### src/rtl/universal_shiftreg_burst.sv
// WIDTH-bit universal shift register with an autonomous burst engine that
// repeats one shift/rotate/load step COUNT times under a start/busy/done handshake.
module universal_shiftreg_burst #(
  parameter int WIDTH = 8,
  parameter int CNTW  = 4
) (
  input  logic             clock,
  input  logic             reset,
  input  logic [2:0]       MODE,
  input  logic [WIDTH-1:0] DATAIN,
  input  logic             SIN,
  input  logic             start,
  input  logic [CNTW-1:0]  COUNT,
  output logic [WIDTH-1:0] DATAOUT,
  output logic             SOUT_R,
  output logic             SOUT_L,
  output logic             busy,
  output logic             done
);

  typedef enum logic {IDLE, RUN} state_t;

  localparam logic [2:0] M_LOAD = 3'b011;

  state_t           state_q, state_d;
  logic [2:0]       mode_q, mode_d;
  logic [CNTW-1:0]  rem_q, rem_d;
  logic [WIDTH-1:0] data_q, data_d;
  logic             done_q, done_d;
  logic [CNTW-1:0]  start_rem;

  function automatic logic [WIDTH-1:0] step_f(
    input logic [2:0]       m,
    input logic [WIDTH-1:0] d,
    input logic             s,
    input logic [WIDTH-1:0] din
  );
    logic [WIDTH-1:0] r;
    r = d;
    unique case (m)
      3'b001:  r = {s, d[WIDTH-1:1]};
      3'b010:  r = {d[WIDTH-2:0], s};
      3'b011:  r = din;
      3'b100:  r = {d[0], d[WIDTH-1:1]};
      3'b101:  r = {d[WIDTH-2:0], d[WIDTH-1]};
      3'b110:  r = {d[WIDTH-1], d[WIDTH-1:1]};
      default: r = d;
    endcase
    return r;
  endfunction

  // A burst load is a single step no matter what COUNT says.
  assign start_rem = (MODE == M_LOAD) ? CNTW'(1) : COUNT;

  always_comb begin
    state_d = state_q;
    mode_d  = mode_q;
    rem_d   = rem_q;
    data_d  = data_q;
    done_d  = 1'b0;
    unique case (state_q)
      IDLE: begin
        if (start) begin
          mode_d = MODE;
          rem_d  = start_rem;
          if (start_rem != '0) state_d = RUN;
          else done_d = 1'b1;
        end else begin
          data_d = step_f(MODE, data_q, SIN, DATAIN);
        end
      end
      RUN: begin
        data_d = step_f(mode_q, data_q, SIN, DATAIN);
        rem_d  = rem_q - CNTW'(1);
        if (rem_q == CNTW'(1)) begin
          state_d = IDLE;
          done_d  = 1'b1;
        end
      end
      default: state_d = IDLE;
    endcase
  end

  always_ff @(posedge clock or posedge reset) begin
    if (reset) begin
      state_q <= IDLE;
      mode_q  <= '0;
      rem_q   <= '0;
      data_q  <= '0;
      done_q  <= 1'b0;
    end else begin
      state_q <= state_d;
      mode_q  <= mode_d;
      rem_q   <= rem_d;
      data_q  <= data_d;
      done_q  <= done_d;
    end
  end

  assign DATAOUT = data_q;
  assign SOUT_R  = data_q[0];
  assign SOUT_L  = data_q[WIDTH-1];
  assign busy    = (state_q == RUN);
  assign done    = done_q;

endmodule

### config.mk
export PLATFORM = sky130hd
export DESIGN_NAME = universal_shiftreg_burst
export DESIGN_NICKNAME = d
export VERILOG_FILES = /design/src/rtl/universal_shiftreg_burst.sv
export SDC_FILE = /design/constraint.sdc
export NUM_CORES = 1
export LEC_CHECK = 0
export BUFFER_PORTS_ARGS = -buffer_cell sky130_fd_sc_hd__buf_4
export CAP_MARGIN = 0
export CORE_MARGIN = 2
export CORE_UTILIZATION = 58
export DETAILED_ROUTE_END_ITERATION = 6
export PLACE_DENSITY = 0.81
export SYNTH_ARGS = -nofsm -noshare
export SYNTH_HDL_FRONTEND = slang
export SYNTH_SLANG_ARGS = --single-unit
### constraint.sdc
create_clock -name clock -period 4.3 [get_ports clock]
set_input_delay 0.43 -clock clock [delete_from_list [all_inputs] [get_ports clock]]
set_output_delay 0.43 -clock clock [all_outputs]
set_load 0.1 [all_outputs]
==> results.cfg, run 1 <==
[logic_synthesis]
ys_seq_area_share_pct = 29.5
synth_top_area_cell = dfrtp_1
synth-seq-cells = 17
synth_warnings = 0
synth_fp_nets = 190
synth_area_um2 = 1440
synthTopCellsByArea = dfrtp_1, a221oi_1, and3_1
synth_area_per_cell_um2 = 8.54
syn_inst = 169
async_reset_ff_share_pct = 100
synth_top_area_share_pct = 29.5
ys.flop_type = dfrtp_1
synth_edf_count = 0
synth_cell_types = 50

[sta]
hold_ws_ps = 212
post-route-period-util_pct = 49.2
final_max_slew_viol_count = 0
hold_viol = 0
fin_skew_ps = 1.37
fmax_mhz = 473
worstMarginPinSlew_ps = 897
tns_ps = 0
fin_crit_ps = 2120
rsz0062_at_grt = no
setup_viol = 0
max_slew_margin_pct = 40.2

[global_routing]
first_global_vias = 1275
grt_usage_pct = 29.4
overflow = 0
grt_pass1_wl_mm = 6.17
antenna_found_initial = 0
grt_max_degree = 31

[critical_path]
cp_num_buf_inv = 1
rr_worst_depth = 3
cp_top_family = flip-flops
crit_fanout = 30
crit_type = flop to output pin
worstPathRequired_ps = 3870
cp-start-kind = flop
worstSetupEndpointType = output pin
cp_slowest_stage_delay_ps = 950
crit_chain = buf_4
r2r_slack_ps = 2280
cp_slowest_cell = dfrtp_1
crit_arrival_ps = 1690
rr_endpoint = DATAOUT[3]$_DFFE_PP0P_
r2r-start = busy$_DFF_PP0_

[clock_tree]
clk_path_buf_depth = 2
cts-root-buf = clkbuf_4
path_clk_slew_ps = 110
cts_hold_buffers = 0
clock_latency_ps = 300
cts_sinks = 17
cts-htree-levels = 1
cts_buffers = 3
post_cts_buffers = 0
cts_tree = built
ctsResizeCount = 0

[cells_and_area]
final_area_um2 = 1650
fillers = 184
n_antenna_cell = 0
area_delta_synth_final_pct = 14.2
fin_util_pct = 68.4
fin_nets = 211
layout_common_cells = buf_4, nand2_1, dfrtp_1
drive_gt1_share_pct = 25.4
final_common_cell = buf_4

[placed_design]
io_buffers = 30
place_area_um2 = 1620
dp.final_hpwl_mm = 2.70
finalWeightedCongestion = 0.861

[route]
drtAntennaViolNets = 0
wl_per_cell_um = 17.3
drt-total-wl_mm = 3.78
drtIter0Drc = 45
via_count = 1414
via_per_inst = 6.46
drc = 0
drt_first_pass_iters = 4

[floorplan]
start_util_pct = 59.9
placementRows = 18
die_h_um = 53.9
io_pins = 31
core_area_um2 = 2410
die_w_um = 53.9
die_area_um2 = 2900

[power_and_ir_drop]
power_mw = 1.41
p_per_area_nw_per_um2 = 853
ir_worst_vdd_uv = 788
leakage_nw = 0.780

[flow_run]
drv_cap = 0

[hold_path]
holdCritPathClass = input port to async pin

[outcome]
status = finished, final reports clean
## cells by family after synthesis
| logic type | count (synthesis) | share of synthesized area [%] |
|---|---|---|
| mux | 2 | 1.47 |
| fa+ha+maj | 2 | 1.73 |
| simple gates | 76 | 29.7 |
| compound gates | 50 | 29.3 |
| flops | 17 | 29.5 |
| xor+xnor | 1 | 0.607 |
| buf+inv | 21 | 7.72 |
## report_power, final
part	switching, mW	internal [mW]
sequential	0.151	0.231
clock	0.0589	0.0348
combinational	0.610	0.320
## per-stage QoR
stage / worst slack [ps] / instances
after floorplan: 2240 / 169
after global placement: 2420 / 215
after detailed placement: 2330 / 215
after CTS: 2200 / 219
after global routing: 2090 / 219
final: 2180 / 219
## flip-flops by register name, indices dropped and copies added, names as in the netlist
signal	cells
DATAOUT	8
busy	1
mode_q	3
rem_q	4
done	1
## per-layer routing
layer | up-vias | part of all wire, % | global-route usage (%) | routed length (um)
met3 | 9 | 6.6 | 4.44 | 250
met4 | 0 | 2.2 | 13.2 | 84
met2 | 61 | 49 | 47.8 | 1860
li1 | 679 | - | - | -
met5 | - | 0 | 0 | 0
met1 | 665 | 42 | 38.2 | 1590
## how the worst max path moves through the flow
stage | depth (start not counted) | from | to | slack (ps)
floorplan | 5 | busy$_DFF_PP0_ | DATAOUT[4]$_DFFE_PP0P_ | 2240
global placement | 3 | busy$_DFF_PP0_ | DATAOUT[3]$_DFFE_PP0P_ | 2420
detailed placement | 3 | busy$_DFF_PP0_ | DATAOUT[2]$_DFFE_PP0P_ | 2330
CTS | 1 | busy$_DFF_PP0_ | busy | 2200
global route | 1 | busy$_DFF_PP0_ | busy | 2090
finish | 1 | busy$_DFF_PP0_ | busy | 2180
## synth_stat cells (3+ instances only)
cell       n
nor2_1     7
nand2b_1  11
o31ai_1    5
and3_1    14
buf_2      8
nor2b_1    4
a221oi_1  14
a311oi_1   3
o221ai_1   3
nand2_1   20
inv_1      6
or2_2      5
a21oi_1    6
dfrtp_1   17
## layout make-up
class | instances | area (um^2) | share of cell area (%)
Clock buffer | 3 | 22.5 | 1.37
Clock inverter | 1 | 5.00 | 0.304
Inverter | 7 | 26.3 | 1.59
Multi-Input combinational cell | 131 | 906 | 55.0
Sequential cell | 17 | 425 | 25.8
Tap cell | 30 | 37.5 | 2.28
Timing Repair Buffer | 30 | 225 | 13.7
No activity file was read; power rests on OpenSTA's default activity.
==> run 2, diff against run 1 <==
CORE_UTILIZATION = 54   (was 58)
PLACE_DENSITY = 0.76   (was 0.81)
clock period = 2.15 ns   (was 4.3 ns; I/O delays follow)
==> run 2 against run 1 <==
Effect of this change:
- count of clock-buffer cells in the layout stayed put
- clock skew is 4.5 ps higher
- combinational power is 100% higher
- register-to-register slack worse by 1800 ps
- global-route usage is 5.0 points lower
- core utilization is 2.2 points lower
- flip-flop and latch count stayed put
- clock power is 110% higher
- final cell count is 0.46% higher
- first-iteration DRC count is 100% higher
- critical path type is now flop to flop
- critical endpoint is now DATAOUT[6]$_DFFE_PP0P_
==> results.cfg, run 2 (same netlist as run 1, synthesis figures left out) <==
[power_and_ir_drop]
netSwitchingPower_mw = 1.62
seq_power_share_pct = 25.6
p_int_mw = 1.18
p_sw_share_pct = 57.8
pwr-share-comb_pct = 67.5
ir_worst_vdd_uv = 1490
leakage_nw = 0.784
clkPwrFrac_pct = 6.9
p_per_area_nw_per_um2 = 1690

[clock_tree]
clock_latency_ps = 310
cts_buffers = 3
cts_sinks = 17
cts-htree-levels = 1
cts_hold_buffers = 0
ctsResizeCount = 0
cts_tree = built
path_clk_slew_ps = 120
post_cts_buffers = 0
cts-root-buf = clkbuf_4
clk_path_buf_depth = 2

[floorplan]
die_w_um = 55.7
io_pins = 31
die_area_um2 = 3100
core_area_um2 = 2500
die_h_um = 55.7
placementRows = 18
start_util_pct = 57.7

[sta]
fin_skew_ps = 5.88
worstMarginPinSlew_ps = 710
final_max_slew_viol_count = 0
max_slew_margin_pct = 52.6
setup_viol = 0
worst_slack_ps = 451
fmax_mhz = 588
post-route-period-util_pct = 79.0
rsz0062_at_grt = no
tns_ps = 0
hold_viol = 0
fin_crit_ps = 1700

[global_routing]
grt_pass1_wl_mm = 6.09
antenna_found_initial = 0
grt_max_degree = 21
first_global_vias = 1307
grt_usage_pct = 24.4
overflow = 0

[route]
drc = 0
drtAntennaViolNets = 0
drt-total-wl_mm = 3.58
via_count = 1372
drtIter0Drc = 90
wl_per_cell_um = 16.3
via_per_inst = 6.24
drt_first_pass_iters = 4

[placed_design]
dp.final_hpwl_mm = 2.57
pre_cts_slack_ps = 479
io_buffers = 30
finalWeightedCongestion = 0.890

[critical_path]
cp_slowest_stage_delay_ps = 530
crit_arrival_ps = 1920
cp-start-kind = flop
crit_type = flop to flop
crit_fanout = 14
cp_slowest_cell = dfrtp_1
r2r_slack_ps = 450
worstSetupEndpointType = flop
worstPathRequired_ps = 2370
crit_chain = or2_4 -> o32a_4 -> o31ai_1

[cells_and_area]
fin_nets = 212
n_antenna_cell = 0
area_delta_synth_final_pct = 14.7
layout_common_cells = buf_4, nand2_1, dfrtp_1
drive_gt1_share_pct = 25.8
final_common_cell = buf_4
seqCellArea_um2 = 425
fillers = 207
largest_reg_flops = 8
multi_input_area_um2 = 906

[flow_run]
drv_cap = 0

[hold_path]
holdCritPathClass = input port to async pin

[outcome]
status = finished, final reports clean
==> run 2: final timing paths <==
check / end / from / cells past startpoint
min in group clock: mode_q[0]$_DFFE_PP0P_ / MODE[0] / 3
worst min-delay path: DATAOUT[2]$_DFFE_PP0P_ / reset / 2
max in group asynchronous: rem_q[1]$_DFFE_PP0P_ / reset / 2
worst max-delay path: DATAOUT[6]$_DFFE_PP0P_ / busy$_DFF_PP0_ / 3
worst max register to register: DATAOUT[6]$_DFFE_PP0P_ / busy$_DFF_PP0_ / 3
worst min register to register: rem_q[3]$_DFFE_PP0P_ / rem_q[3]$_DFFE_PP0P_ / 1
==> run 2: per-layer routing <==
layer  vias to the layer above  global-route usage [%]  share of wire [%]
met5                         -                       0                  0
met4                         0                    12.2                1.9
met3                         7                    3.26                5.0
met2                        44                    37.9                 49
met1                       647                    33.2                 44
li1                        674                       -                  -
==> run 2: critical path: cells and delay by family, from the launching register on <==
kind | cells | cell delay [ps]
compound gates | 2 | 730
simple gates | 1 | 330
flops | 1 | 530
==> run 2: cell type report <==
| type | count | share of cell area (%) |
|---|---|---|
| Multi-Input combinational cell | 131 | 54.7 |
| Sequential cell | 17 | 25.7 |
| Timing Repair Buffer | 31 | 14.1 |
| Tap cell | 30 | 2.27 |
| Inverter | 7 | 1.59 |
| Clock buffer | 3 | 1.36 |
| Clock inverter | 1 | 0.302 |
==> run 2: stage by stage <==
| step | power (mW) | area, um^2 | util (%) | hold slack, ps | instances |
|---|---|---|---|---|---|
| after global routing | 2.98 | 1660 | 66.2 | 65.5 | 220 |
| after global placement | 2.56 | 1630 | 65.1 | 343 | 216 |
| after detailed placement | 2.61 | 1630 | 65.1 | 360 | 216 |
| final | 2.80 | 1660 | 66.2 | 5.60 | 220 |
| after CTS | 2.80 | 1660 | 66.2 | 10.6 | 220 |
| after floorplan | 2.29 | 1440 | - | 141 | 169 |
==> run 2: power groups by stage <==
stage / sequential (mW) / clock (mW) / combinational [mW]
finish: 0.718 / 0.193 / 1.89
floorplan: 1.06 / 0 / 1.23
detailed placement: 0.721 / 0 / 1.89
global placement: 0.702 / 0 / 1.86
global route: 0.751 / 0.203 / 2.03
CTS: 0.714 / 0.196 / 1.89
==> run 3, diff against run 2 <==
ABC_AREA = 1   (was unset)
clock period = 1.65 ns   (was 2.15 ns; I/O delays follow)
==> run 3 against run 2 <==
Effect of this change:
- setup slack got worse by 320 ps
- combinational power rose by 45%
- synthesized cell count rose by 34%
- largest cell class unchanged
- critical path depth rose by 2
- count of clock-buffer cells in the layout rose by 1
- clock power rose by 22%
- via count rose by 8.2%
- routed wire length fell by 3.7%
- flip-flop and latch count did not move
- die area rose by 0.65%
- register-to-register slack got worse by 320 ps
- sequential power rose by 33%
==> results.cfg, run 3 <==
[sta]
max_slew_margin_pct = 75.6
hold_viol = 0
post-route-period-util_pct = 91.9
final_max_slew_viol_count = 0
tns_ps = 0
fin_skew_ps = 5.93
worstMarginPinSlew_ps = 365
setup_viol = 0
rsz0062_at_grt = no
fin_crit_ps = 1520
fmax_mhz = 660

[logic_synthesis]
ys_top_cells_by_count = nand2_1, inv_1, nor2_1
synth_area_um2 = 1450
synth_area_per_cell_um2 = 6.43
synth_warnings = 0
synthTopCellsByArea = dfrtp_1, nand2_1, a21oi_1
synth_top_area_cell = dfrtp_1
synth-seq-cells = 17
ys.flop_type = dfrtp_1
synth_cell_types = 27
synth_fp_nets = 247
syn_inst = 226
async_reset_ff_share_pct = 100
synth_top_area_share_pct = 29.3
yosysMostFrequentCell = nand2_1
synth_edf_count = 0
ys_seq_area_share_pct = 29.3

[hold_path]
holdCritPathClass = input port to flop

[cells_and_area]
drive_gt1_share_pct = 23.5
stdcell_count = 285
seqCellArea_um2 = 429
fillers = 235
layout_common_cells = nand2_1, buf_4, inv_1
fin_util_pct = 67.7
fin_nets = 277
final_common_cell = nand2_1
largest_reg_flops = 8
n_antenna_cell = 0
area_delta_synth_final_pct = 17.6
multi_input_area_um2 = 848

[critical_path]
cp-start-kind = flop
cp_slowest_cell = dfrtp_4
crit_type = flop to flop
r2r_slack_ps = 130
worstSetupEndpointType = flop
crit_fanout = 11
crit_chain = inv_2 -> nand2_1 -> inv_1 -> o21ai_0 -> a32o_1
crit_arrival_ps = 1710
cp_slowest_stage_delay_ps = 550
worstPathRequired_ps = 1840

[placed_design]
placed_cells = 280
finalWeightedCongestion = 0.814
io_buffers = 30
dp.final_hpwl_mm = 2.64

[clock_tree]
cts_tree = built
clk_path_buf_depth = 2
path_clk_slew_ps = 110
clock_latency_ps = 290
post_cts_buffers = 0
cts_buffers = 3
cts-root-buf = clkbuf_4
cts_sinks = 17
cts-htree-levels = 1
ctsResizeCount = 0

[floorplan]
placementRows = 18
io_pins = 31
start_util_pct = 57.6
die_area_um2 = 3120
die_h_um = 55.9
die_w_um = 55.9
core_area_um2 = 2520

[power_and_ir_drop]
ir_worst_vdd_uv = 1980
leakage_nw = 0.928
p_per_area_nw_per_um2 = 2300

[route]
drtIter0Drc = 60
via_per_inst = 5.21
via_count = 1484
wl_per_cell_um = 12.1
drtAntennaViolNets = 0
drt_first_pass_iters = 4
drt-total-wl_mm = 3.45
drc = 0

[global_routing]
overflow = 0
grt_pass1_wl_mm = 5.89
grt_max_degree = 13
grt_usage_pct = 23.4
first_global_vias = 1330
antenna_found_initial = 0

[outcome]
status = finished, final reports clean

[flow_run]
drv_cap = 0
## run 3: stage by stage
step	power [mW]	area [um^2]	setup WS (ps)	hold slack (ps)
finish	3.93	1710	134	132
global route	4.24	1710	22.1	125
CTS	3.93	1710	143	131
detailed placement	3.69	1670	158	162
global placement	3.67	1670	209	154
floorplan	3.18	1460	54.9	91.1
## run 3: critical path, delay by kind of cell (launching register included)
kind	cells	cell delay [ps]
buf+inv	2	350
compound gates	2	300
flops	1	550
simple gates	1	210
## run 3: cell type report
cell class	count	area share, %
repair buffers	34	15.1
flip-flops and latches	17	25.1
multi-input cells	171	49.7
inverters	29	6.37
well taps	30	2.20
clock buffers	4	1.54
## run 3: path summary, 6_finish.rpt
kind	from	end	depth (start not counted)
worst max-delay path	busy$_DFF_PP0_	rem_q[2]$_DFFE_PP0P_	5
worst min-delay path	COUNT[2]	rem_q[2]$_DFFE_PP0P_	2
worst max register to register	busy$_DFF_PP0_	rem_q[2]$_DFFE_PP0P_	5
worst min register to register	rem_q[3]$_DFFE_PP0P_	rem_q[3]$_DFFE_PP0P_	2
max in group asynchronous	reset	DATAOUT[1]$_DFFE_PP0P_	4
min in group asynchronous	reset	rem_q[1]$_DFFE_PP0P_	3
## run 3: power by group
group	leakage [nW]	internal (mW)	total, mW	switching [mW]
Combinational	0.706	0.771	2.74	1.97
Clock	0.0150	0.0939	0.235	0.141
Sequential	0.207	0.630	0.956	0.326
Total	0.928	1.49	3.93	2.44
## run 3: timing repair
item	in CTS	in global routing
hold endpoints to repair	8	0
hold buffers	1	0
setup endpoints to repair	0	0
## run 3: kinds of logic (layout without fill, tap and decap cells)
group / count (synthesis) / count (layout) / synth area share, %
compound gates: 40 / 40 / 15.1
xor+xnor: 1 / 1 / 0.603
fa+ha+maj: 2 / 2 / 1.72
buf+inv: 38 / 67 / 12.3
flops: 17 / 17 / 29.3
simple gates: 128 / 128 / 41.0
## run 3: metal layers
| metal | track usage (%) | part of all wire [%] | vias to the layer above |
|---|---|---|---|
| li1 | - | - | 789 |
| met1 | 32.7 | 49 | 655 |
| met2 | 37.8 | 45 | 36 |
| met3 | 2.56 | 5.3 | 4 |
| met4 | 7.82 | 0.90 | 0 |
| met5 | 0 | 0 | - |
